`src/rtl/fetch_seq_pkg.sv`:
```
// -----------------------------------------------------------------------------
// fetch_seq_pkg
// Shared definitions for the instruction-fetch sequencer.
//   state_t    : sequencer state encoding (IDLE / READ / INC)
//   WORD_W     : width of address, instruction and memory data words
//   WAIT_CNT_W : width of the READ-cycle counter
// -----------------------------------------------------------------------------
package fetch_seq_pkg;

    localparam int WORD_W     = 16;
    localparam int WAIT_CNT_W = 8;

    typedef enum logic [1:0] {
        ST_IDLE = 2'd0,
        ST_READ = 2'd1,
        ST_INC  = 2'd2
    } state_t;

endpackage : fetch_seq_pkg

```
`src/rtl/fetch_seq_wait_timer.sv`:
```
// -----------------------------------------------------------------------------
// fetch_wait_timer
// Counts completed READ cycles for the fetch sequencer.
//   i_clk, i_reset : clock, synchronous active-high reset
//   i_clear        : restart the count at zero (new fetch accepted)
//   i_advance      : another READ cycle completed without finishing the fetch
//   o_min_met      : n = cnt+1 has reached MIN_WAIT (data may be sampled)
//   o_timed_out    : n = cnt+1 equals TIMEOUT (this edge aborts the fetch)
// -----------------------------------------------------------------------------
module fetch_wait_timer
    import fetch_seq_pkg::*;
#(
    parameter int MIN_WAIT = 1,
    parameter int TIMEOUT  = 255
) (
    input  logic i_clk,
    input  logic i_reset,
    input  logic i_clear,
    input  logic i_advance,
    output logic o_min_met,
    output logic o_timed_out
);

    localparam logic [WAIT_CNT_W-1:0] MIN_CNT = WAIT_CNT_W'(MIN_WAIT);
    localparam logic [WAIT_CNT_W-1:0] TO_CNT  = WAIT_CNT_W'(TIMEOUT);

    logic [WAIT_CNT_W-1:0] r_cnt;
    logic [WAIT_CNT_W-1:0] w_n;

    // r_cnt never exceeds TIMEOUT-1 (<=254), so n cannot wrap.
    assign w_n         = r_cnt + WAIT_CNT_W'(1);
    assign o_min_met   = (w_n >= MIN_CNT);
    assign o_timed_out = (w_n == TO_CNT);

    always_ff @(posedge i_clk) begin
        if (i_reset || i_clear) begin
            r_cnt <= '0;
        end else if (i_advance) begin
            r_cnt <= w_n;
        end
    end

endmodule : fetch_wait_timer

```
`src/rtl/fetch_seq.sv`:
```
// -----------------------------------------------------------------------------
// fetch_seq
// Instruction-fetch sequencer placed after the program counter. A fetch
// request captures the PC into the MAR, runs a wait-state-aware memory read,
// loads the returned word into the IR and strobes the PC to increment.
//
// Handshake: i_fetch_req is a level request looked at only in IDLE; it is
// accepted on the edge where it is high in IDLE and is never queued. During
// READ the memory holds i_mem_wait high to extend the cycle; data is taken on
// the first edge with i_mem_wait low once MIN_WAIT READ cycles have elapsed.
//
// Ports:
//   i_clk, i_reset   : clock, synchronous active-high reset
//   i_fetch_req      : fetch request (IDLE only)
//   i_pc_in          : current PC value
//   o_mem_addr       : memory address, always the MAR
//   o_mem_rd         : memory read strobe (READ state)
//   i_mem_wait       : memory wait request
//   i_mem_data       : memory read data
//   o_ir, o_ir_valid : instruction register and its valid flag
//   o_pc_inc, o_done : one-cycle strobes in INC
//   o_busy           : high outside IDLE
//   o_bus_err        : sticky timeout flag, cleared by the next accepted fetch
//   o_state          : current sequencer state (debug visibility)
// -----------------------------------------------------------------------------
module fetch_seq
    import fetch_seq_pkg::*;
#(
    parameter int MIN_WAIT = 1,
    parameter int TIMEOUT  = 255
) (
    input  logic              i_clk,
    input  logic              i_reset,
    input  logic              i_fetch_req,
    input  logic [WORD_W-1:0] i_pc_in,
    output logic [WORD_W-1:0] o_mem_addr,
    output logic              o_mem_rd,
    input  logic              i_mem_wait,
    input  logic [WORD_W-1:0] i_mem_data,
    output logic [WORD_W-1:0] o_ir,
    output logic              o_ir_valid,
    output logic              o_pc_inc,
    output logic              o_done,
    output logic              o_busy,
    output logic              o_bus_err,
    output state_t            o_state
);

    state_t            r_state;
    state_t            w_next;
    logic [WORD_W-1:0] r_mar;
    logic [WORD_W-1:0] r_ir;
    logic              r_ir_valid;
    logic              r_bus_err;

    logic w_clear;
    logic w_advance;
    logic w_min_met;
    logic w_timed_out;
    logic w_accept;
    logic w_capture;
    logic w_abort;

    fetch_wait_timer #(
        .MIN_WAIT (MIN_WAIT),
        .TIMEOUT  (TIMEOUT)
    ) u_timer (
        .i_clk       (i_clk),
        .i_reset     (i_reset),
        .i_clear     (w_clear),
        .i_advance   (w_advance),
        .o_min_met   (w_min_met),
        .o_timed_out (w_timed_out)
    );

    // Next-state and per-state strobes.
    always_comb begin
        w_next    = r_state;
        w_clear   = 1'b0;
        w_advance = 1'b0;
        w_accept  = 1'b0;
        w_capture = 1'b0;
        w_abort   = 1'b0;
        o_mem_rd  = 1'b0;
        o_pc_inc  = 1'b0;
        o_done    = 1'b0;
        o_busy    = 1'b1;
        unique case (r_state)
            ST_IDLE: begin
                o_busy = 1'b0;
                if (i_fetch_req) begin
                    w_accept = 1'b1;
                    w_clear  = 1'b1;
                    w_next   = ST_READ;
                end
            end
            ST_READ: begin
                o_mem_rd = 1'b1;
                // Data wins over timeout when both occur on the same edge.
                if (w_min_met && !i_mem_wait) begin
                    w_capture = 1'b1;
                    w_next    = ST_INC;
                end else if (w_timed_out) begin
                    w_abort = 1'b1;
                    w_next  = ST_IDLE;
                end else begin
                    w_advance = 1'b1;
                end
            end
            ST_INC: begin
                o_pc_inc = 1'b1;
                o_done   = 1'b1;
                w_next   = ST_IDLE;
            end
            default: begin
                w_next = ST_IDLE;
            end
        endcase
    end

    always_ff @(posedge i_clk) begin
        if (i_reset) begin
            r_state    <= ST_IDLE;
            r_mar      <= '0;
            r_ir       <= '0;
            r_ir_valid <= 1'b0;
            r_bus_err  <= 1'b0;
        end else begin
            r_state <= w_next;
            if (w_accept) begin
                r_mar      <= i_pc_in;
                r_ir_valid <= 1'b0;
                r_bus_err  <= 1'b0;
            end
            if (w_capture) begin
                r_ir       <= i_mem_data;
                r_ir_valid <= 1'b1;
            end
            if (w_abort) begin
                r_bus_err <= 1'b1;
            end
        end
    end

    assign o_mem_addr = r_mar;
    assign o_ir       = r_ir;
    assign o_ir_valid = r_ir_valid;
    assign o_bus_err  = r_bus_err;
    assign o_state    = r_state;

endmodule : fetch_seq

```
`config.mk`:
```
export PLATFORM = sky130hd
export DESIGN_NAME = fetch_seq
export DESIGN_NICKNAME = d
export VERILOG_FILES = /design/src/rtl/fetch_seq_pkg.sv /design/src/rtl/fetch_seq_wait_timer.sv /design/src/rtl/fetch_seq.sv
export SDC_FILE = /design/constraint.sdc
export NUM_CORES = 1
export LEC_CHECK = 0
export BUFFER_PORTS_ARGS = -buffer_cell sky130_fd_sc_hd__buf_2
export CAP_MARGIN = 10
export CORE_MARGIN = 2
export CORE_UTILIZATION = 30
export CTS_CLUSTER_DIAMETER = 80
export CTS_CLUSTER_SIZE = 25
export DETAILED_ROUTE_END_ITERATION = 10
export PLACE_DENSITY_LB_ADDON = 0.3
export SLEW_MARGIN = 20
export SYNTH_ARGS = -nofsm -noshare
export SYNTH_HDL_FRONTEND = slang
export SYNTH_HIERARCHICAL = 1
export SYNTH_SLANG_ARGS = --single-unit
```
`constraint.sdc`:
```
create_clock -name i_clk -period 2.87 [get_ports i_clk]
set_clock_uncertainty 0.1 [all_clocks]
set_input_delay 0.861 -clock i_clk [delete_from_list [all_inputs] [get_ports i_clk]]
set_output_delay 0.861 -clock i_clk [all_outputs]
set_load 0.01 [all_outputs]
```
# Word-level counts from Yosys, hierarchy flattened
# Cells that the tools add are included.
# Widths: inputs -> output; s select.
# word_totals
regBits	44
latchBits	0
ramBits	0
mem_bits_ro	0
input_bits	36
output_inout_bits	40
word_cells	40
n_memories	0
# op_classes
add_sub_neg	1
multipliers	0
div_mod_pow	0
magnitude_cmp	1
n_eq_ne	5
shifts	0
mux	20
bitwise	0
n_reduce_logical	7
# op_table
op	count
$mux 1	16
$add 8x1->8 const B	1
$eq 8x8->1 const B	1
$ge 8x1->1 const B	1
$mux 2	3
$pmux 2 s2	1
$reduce_bool 2->1	2
$ne 3x2->1 const B	1
$eq 2x1->1 const B	1
$eq 2x2->1 const B	1
$logic_not 2->1	1
$ne 2x2->1 const B	1
$reduce_and 2->1	1
$logic_and 1x1->1	1
$logic_not 1->1	1
$logic_or 1x1->1	1

# Logic depth before layout (Yosys ltp)
# Gate-level depths: netlist of run 1.
# depth
depth_word	6
mapped_depth	10
ltp_nobuf	9

# Modules after synthesis
# Netlist of run 1, hierarchy kept.
# modules_own_cells
mod	n_inst	cells_each	area_per_inst_um2
fetch_seq	1	161	1644.1
fetch_wait_timer	1	56	469.2

# Worst setup path before layout of run 1
# No wires, ideal clock.
# synth_timing
path_type	register -> register
from	register u_timer.r_cnt[1]
to	register u_timer.r_cnt[7]
arrival_time_ns	1.861
t_required_ns	2.655
path_slack_ns	0.795
stages_incl_launch_ff	11
path_buffers	1
synth_period_minus_slack_ns	2.075
path_cell_list	dfxtp_1 > ha_1 > nand2_1 > nor2_1 > o21ai_0 > nor2b_1 > nor3_1 > buf_4 > nand4_1 > o31a_1 > o21a_1
# synth_via
elab_chain_len	5
word_cells_on_any_way	7
classes_between	add/sub: 1; order compare: 1; eq/ne: 1; mux: 3; reduce/logical: 1
# synth_lines
item	line	text
start, declared	fetch_seq_wait_timer.sv:27	logic [WAIT_CNT_W-1:0] r_cnt;
start signal, assigned	fetch_seq_wait_timer.sv:39	r_cnt <= w_n;
$add 8x1->8	fetch_seq_wait_timer.sv:31	assign w_n = r_cnt + WAIT_CNT_W'(1);
$ge 8x1->1	fetch_seq_wait_timer.sv:32	assign o_min_met = (w_n >= MIN_CNT);
via w_min_met	fetch_seq.sv:58	logic w_min_met;
$logic_and 1x1->1	fetch_seq.sv:100	if (w_min_met && !i_mem_wait) begin
$mux 1	fetch_seq.sv:100	
$mux 1	fetch_seq.sv:88	unique case (r_state)
via w_advance	fetch_seq.sv:57	logic w_advance;
# The timed path passes the listed nets, and every way through them passes these cells.
# A chain may end at the register's enable or synchronous reset.

# Final worst setup path of run 1
# layout_timing
from	register u_timer.r_cnt[0]
to	register u_timer.r_cnt[7]
# Same word-level chain as after synthesis.

==> results of run 1 <==
[layout make-up]
class                   count  area share [%]
clock inverters             2           0.476
repair buffers             80            15.7
well taps                  96            4.57
inverters                   6           0.856
clock buffers               5            2.62
multi-input cells         152            42.3
flip-flops and latches     44            33.5
[power groups by stage]
stage          Clock, mW  Combinational (mW)  Sequential, mW
6_report           0.375               0.182           0.657
5_1_grt            0.414               0.203           0.661
4_1_cts            0.400               0.186           0.658
3_5_place_dp           0               0.186           0.671
3_3_place_gp           0               0.183           0.671
2_1_floorplan          0               0.104           0.684
[layout by cell type, fill, tap and decap left out, drive strengths merged, types with 3 or more instances in the layout]
cell,netlist,layout
nand4,4,4
nand2b,68,68
nor2,7,7
clkbuf,8,5
ha,3,3
dfxtp,44,44
mux2i,33,33
o21ai,3,3
nor3,3,3
xnor2,3,3
buf,7,80
xor2,3,3
nand2,3,3
inv,6,6
[state kept, by name (all words and copies together), names as in the netlist]
| register | count |
|---|---|
| o_ir_valid | 1 |
| o_mem_addr | 16 |
| o_bus_err | 1 |
| o_state | 2 |
| o_ir | 16 |
| u_timer/r_cnt | 8 |
[through the flow]
stage	total power, mW	setup slack, ns
global route	1.28	0.310
global placement	0.854	0.657
finish	1.21	0.548
detailed placement	0.857	0.583
CTS	1.24	0.565
floorplan	0.787	0.795
[per-layer routing]
layer | wire, um | up-vias | global-route usage (%)
li1 | - | 853 | -
met1 | 1920 | 735 | 12.9
met2 | 2000 | 49 | 19.6
met4 | 62 | 0 | 4.34
met5 | 0 | - | 0
met3 | 302 | 8 | 4.05
[how the worst max path moves through the flow]
stage,from,endpoint
after global routing,u_timer/r_cnt[1],u_timer/r_cnt[7]
after detailed placement,u_timer/r_cnt[1],u_timer/r_cnt[7]
after CTS,u_timer/r_cnt[0],u_timer/r_cnt[7]
after floorplan,u_timer/r_cnt[1],u_timer/r_cnt[7]
after global placement,u_timer/r_cnt[1],u_timer/r_cnt[7]
final,u_timer/r_cnt[0],u_timer/r_cnt[7]
[critical path, cell delays in order (launching register included)]
cell                      delay (ns)
sky130_fd_sc_hd__dfxtp_1        0.46
sky130_fd_sc_hd__ha_1           0.26
sky130_fd_sc_hd__nand2_1        0.09
sky130_fd_sc_hd__nor2_1         0.11
sky130_fd_sc_hd__o21ai_0        0.11
sky130_fd_sc_hd__nor2b_1        0.17
sky130_fd_sc_hd__nor3_1         0.13
sky130_fd_sc_hd__buf_4          0.18
sky130_fd_sc_hd__nand4_1        0.16
sky130_fd_sc_hd__o31a_1         0.28
sky130_fd_sc_hd__o21a_1         0.18
[cell families (layout without fill, tap and decap cells)]
logic type      after synthesis  count (layout)  synth area share [%]
xor+xnor                      6               6                  2.49
flops                        44              44                  41.7
simple gates                100             100                  29.3
compound gates               10              10                  3.20
fa+ha+maj                     3               3                  1.78
buf+inv                      21              93                  5.92
mux                          33              33                  15.6
==> results.txt, run 1 <==
----------------------------------------------------
[Run status]
  Outcome ... finished clean

[STA]
  Number of hold violations in the final report ... 0
  Max-slew headroom at the worst pin ... 41.3%
  Pin slew with the least headroom to its limit ... 0.880 ns
  Post-layout min period ... 2.32 ns
  Count of final max-slew check failures ... 0
  Ratio of final minimum period to clock period ... 80.9%
  Unrepaired setup endpoints after global routing ... false
  Post-route worst hold slack ... 0.371 ns
  Setup tns final ... 0 ns
  Final setup fails ... 0
  Max frequency ... 431 MHz

[Final layout]
  Ratio of cells with drive above 1 in the final layout ... 31.8%
  Final Instance Count excl. Fillers ... 385
  Final design instance area without fill ... 2630 um^2
  Area of the multi-input gates ... 1110 um^2
  Area growth syn-to-layout ... 24.5%
  Antenna diode count ... 0
  FF/Latch Area ... 881 um^2
  Fraction of the core area covered by cells at the end of the flow ... 38.7%
  Total number of nets in the final design ... 328
  Filler instances ... 702

[Floorplanning]
  Horiz. Die Dim ... 87.9 um
  IO Count ... 76
  Total Die Area ... 7730 um^2
  Number of placement rows ... 30
  Starting utilization of the core area ... 31.1%
  Vert. Die Dim ... 87.9 um
  Core Area ... 6790 um^2

[Worst hold path]
  Origin of the worst min-delay path ... o_mem_addr[10]
  Hold path endpoint ... o_mem_addr[10]
  Worst min-delay path class ... flip-flop to flip-flop
  Worst hold path cell count ... 2

[Synth]
  Synth Register Bits ... 44
  Share of the synthesized area in the top cell type ... 41.7%
  Synth area leaders ... sky130_fd_sc_hd__dfxtp_1 (42%), sky130_fd_sc_hd__nand2b_1 (20%), sky130_fd_sc_hd__mux2i_1 (16%), sky130_fd_sc_hd__ha_1 (1.8%), sky130_fd_sc_hd__buf_4 (1.4%)
  Share of flip-flops with an asynchronous set or reset ... 0%
  Post-synth net total ... 256
  Number of enable flip-flop cells after synthesis ... 0
  Post-synthesis average cell area ... 9.74 um^2
  Post-synthesis instance area ... 2110 um^2
  Sequential cell area fraction in the yosys report ... 41.7%
  Unique masters post-synth ... 34
  Warning count from the yosys run ... 6
  Most frequently used cell type in the post-synthesis netlist ... sky130_fd_sc_hd__nand2b_1
  Most frequent cells after synthesis ... sky130_fd_sc_hd__nand2b_1 (68), sky130_fd_sc_hd__dfxtp_1 (44), sky130_fd_sc_hd__mux2i_1 (33), sky130_fd_sc_hd__clkbuf_1 (7), sky130_fd_sc_hd__nor2_1 (7)
  Dominant cell type by area after synthesis ... sky130_fd_sc_hd__dfxtp_1
  Post-Syn Instances ... 217
  Main synth FF type ... sky130_fd_sc_hd__dfxtp_1

[Detailed routing]
  Total wirelength of the detailed-routed design ... 4.29 mm
  Number of iterations in the first detailed-routing pass ... 4
  Routed vias/inst ... 4.27
  Via count ... 1645
  Routed len/inst ... 11.1 um
  Residual DRC count ... 0
  Antenna viol nets, final ... 0
  Drt first-iter violations ... 47

[Placed design]
  Total half-perimeter wirelength after legalization and detailed placement ... 3.10 mm
  Instance area after placement ... 2550 um^2
  # placed instances ... 378
  Final RePlAce weighted congestion ... 0.812
  Number of buffers added on ports ... 75

[Setup path]
  Cells on worst reg2reg path ... 10
  WS Path Type ... flip-flop to flip-flop
  Worst R2R Start ... u_timer/r_cnt[0]
  Critical path capture point type ... flip-flop
  Setup slack of the most critical reg-to-reg path ... 0.55 ns
  Endpoint of the worst register-to-register path ... u_timer/r_cnt[7]
  Arrival time reported for the critical path endpoint ... 2.41 ns
  Required time of the critical path ... 2.96 ns
  Maximum fanout along the worst path ... 7
  Critical path launch point type ... flip-flop

[Pwr]
  Switching fraction of total power ... 25.9%
  Share of power burned in the clock network ... 30.9%
  Worst vdd ir ... 240 uV
  Seq pwr share ... 54.1%
  P_sw ... 0.315 mW
  Pwr per Cell Area ... 461 nW/um^2
  Internal power ... 0.899 mW
  Static power due to leakage ... 1.14 nW
  Combinational power share ... 15.0%

[GRT]
  Pin count of the biggest net entering global routing ... 73
  Number of antenna violations at the first check in global routing ... 0
  Vias in the first global route ... 1582
  Wire length of the first global-routing pass ... 6.93 mm
  Global route total overflow ... 0
  Tot GR Track Use ... 11.4%

[CTS]
  Clock sink total ... 44
  Number of clock buffers inserted by TritonCTS ... 5
  PostCTS Resize Cnt ... 0
  Clk slew on worst S/H paths ... 0.08 ns
  Clock tree from TritonCTS ... yes
  CTS Root Buffer Type ... sky130_fd_sc_hd__clkbuf_8
  Clock buffer depth ... 2
  Cts-stage hold buffer count ... 0
  Number of buffers inserted by post-CTS setup repair ... 0
  Clock latency of the later-clocked register in the worst-skew pair ... 0.29 ns
  CTS H-tree lvls ... 2

[Flow run]
  Number of max-capacitance violations reported ... 0

----------------------------------------------------
No activity file was read; power rests on OpenSTA's default activity.
==> inputs of run 2 (changes only) <==
==> constraint.sdc (replaced) <==
create_clock -name i_clk -period 2.3 [get_ports i_clk]
set_clock_uncertainty 0.1 [all_clocks]
set_input_delay 0.69 -clock i_clk [delete_from_list [all_inputs] [get_ports i_clk]]
set_output_delay 0.69 -clock i_clk [all_outputs]
set_load 0.01 [all_outputs]
==> results.txt, run 2 (synthesis gave the netlist of run 1 again) <==
----------------------------------------------------
[Final layout]
  Total number of nets in the final design ... 331
  Antenna diode count ... 0
  Ratio of cells with drive above 1 in the final layout ... 33.4%
  Final Instance Count excl. Fillers ... 389
  Final design instance area without fill ... 2670 um^2
  Area growth syn-to-layout ... 26.3%
  Leading cell type in the layout, fill and taps excluded ... sky130_fd_sc_hd__buf_2
  Filler instances ... 693
  Most frequent cells in the layout ... sky130_fd_sc_hd__buf_2 (75), sky130_fd_sc_hd__nand2b_1 (68), sky130_fd_sc_hd__dfxtp_1 (41), sky130_fd_sc_hd__mux2i_1 (33), sky130_fd_sc_hd__buf_4 (8)

[GRT]
  Met1 routing resource usage after global routing ... 13.6%
  Wire length of the first global-routing pass ... 7.02 mm
  Met3 track utilization from global routing ... 4.43%
  Global route total overflow ... 0
  Pin count of the biggest net entering global routing ... 51
  Tot GR Track Use ... 11.6%
  Met2 usage ... 19.0%
  Grt peak-use layer ... met2
  Vias in the first global route ... 1596
  Number of antenna violations at the first check in global routing ... 0

[Setup path]
  Required time of the critical path ... 2.43 ns
  Cell at the slowest stage of the critical path ... sky130_fd_sc_hd__dfxtp_1
  Largest delay share family, worst path ... simple AND/OR/NAND/NOR gates
  Maximum fanout along the worst path ... 6
  Crit path cell chain ... nor4_1, and3_2, o21ai_0, nor2b_1, nor3_2, buf_4, nand3_1, or3_1, a21oi_1
  Buffers plus inverters on the worst setup path ... 1
  Critical path launch point type ... flip-flop
  Arrival time reported for the critical path endpoint ... 2.20 ns
  WS Path Type ... flip-flop to flip-flop
  Critical path capture point type ... flip-flop
  Delay contributed by the slowest stage of the critical path ... 0.36 ns

[Floorplanning]
  Vert. Die Dim ... 87.9 um
  Number of placement rows ... 30
  Horiz. Die Dim ... 87.9 um
  IO Count ... 76
  Starting utilization of the core area ... 31.1%
  Core Area ... 6790 um^2
  Total Die Area ... 7730 um^2

[Placed design]
  Number of buffers added on ports ... 75
  Final RePlAce weighted congestion ... 0.722
  Setup Slack @ Placement ... 0.0863 ns
  Instance area after placement ... 2570 um^2
  # placed instances ... 381
  Total half-perimeter wirelength after legalization and detailed placement ... 3.16 mm

[STA]
  Setup tns final ... 0 ns
  Number of hold violations in the final report ... 0
  Pin slew with the least headroom to its limit ... 0.630 ns
  Count of final max-slew check failures ... 0
  Post-layout min period ... 2.07 ns
  Unrepaired setup endpoints after global routing ... false
  Max frequency ... 482 MHz
  Ratio of final minimum period to clock period ... 90.1%
  Max-slew headroom at the worst pin ... 58.0%
  Post-layout worst setup margin ... 0.227 ns
  Final setup fails ... 0

[CTS]
  Clock sink total ... 44
  Cts-stage hold buffer count ... 0
  Clock tree from TritonCTS ... yes
  Clock buffer depth ... 2
  PostCTS Resize Cnt ... 0
  Number of clock buffers inserted by TritonCTS ... 5
  CTS Root Buffer Type ... sky130_fd_sc_hd__clkbuf_8
  CTS H-tree lvls ... 2
  Clock latency of the later-clocked register in the worst-skew pair ... 0.29 ns
  Number of buffers inserted by post-CTS setup repair ... 0
  Clk slew on worst S/H paths ... 0.08 ns

[Detailed routing]
  Drt first-iter violations ... 43
  Via count ... 1681
  Routed vias/inst ... 4.32
  Total wirelength of the detailed-routed design ... 4.31 mm
  Number of iterations in the first detailed-routing pass ... 4
  Residual DRC count ... 0
  Antenna viol nets, final ... 0
  Routed len/inst ... 11.1 um

[Flow run]
  Number of max-capacitance violations reported ... 0

[Pwr]
  Static power due to leakage ... 1.17 nW
  Worst vdd ir ... 244 uV
  Pwr per Cell Area ... 581 nW/um^2
  Total power ... 1.55 mW

[Worst hold path]
  Worst min-delay path class ... flip-flop to flip-flop

[Run status]
  Outcome ... finished clean

----------------------------------------------------
## run 2: power by group
group          internal, mW  leakage [nW]  switching [mW]
Sequential            0.798         0.360          0.0204
Clock                 0.245        0.0455           0.257
Combinational         0.120         0.760           0.111
## run 2: final cells by class
type / instances / area (um^2) / share of cell area (%)
multi-input cells: 152 / 1120 / 41.8
flip-flops and latches: 44 / 885 / 33.1
repair buffers: 83 / 435 / 16.3
well taps: 96 / 120 / 4.50
clock buffers: 8 / 90.1 / 3.37
inverters: 6 / 22.5 / 0.843
## run 2: worst reg2reg max path: stages, from the launching register on
cell	delay, ns
sky130_fd_sc_hd__dfxtp_1	0.36
sky130_fd_sc_hd__nor4_1	0.25
sky130_fd_sc_hd__and3_2	0.20
sky130_fd_sc_hd__o21ai_0	0.09
sky130_fd_sc_hd__nor2b_1	0.19
sky130_fd_sc_hd__nor3_2	0.15
sky130_fd_sc_hd__buf_4	0.18
sky130_fd_sc_hd__nand3_1	0.07
sky130_fd_sc_hd__or3_1	0.30
sky130_fd_sc_hd__a21oi_1	0.14
## run 2: metrics by stage
stage	util [%]	hold WS [ns]
after global placement	37.8	0.354
after global routing	39.3	0.390
after CTS	39.2	0.373
after detailed placement	37.8	0.360
final	39.3	0.370
after floorplan	-	0.383
## run 2: path summary, 6_finish.rpt
check,startpoint,slack [ns],to,cells past startpoint
hold / removal,o_mem_addr[11],0.37,o_mem_addr[11],2
setup / recovery,u_timer/r_cnt[4],0.23,u_timer/r_cnt[5],9
hold reg to reg,o_mem_addr[11],0.37,o_mem_addr[11],2
setup reg to reg,u_timer/r_cnt[4],0.23,u_timer/r_cnt[5],9
## run 2: routing by layer
layer  up-vias  share of wire, %
li1        862                 -
met1       766                46
met2        47                45
met3         6               7.2
met4         0               1.6
met5         -                 0
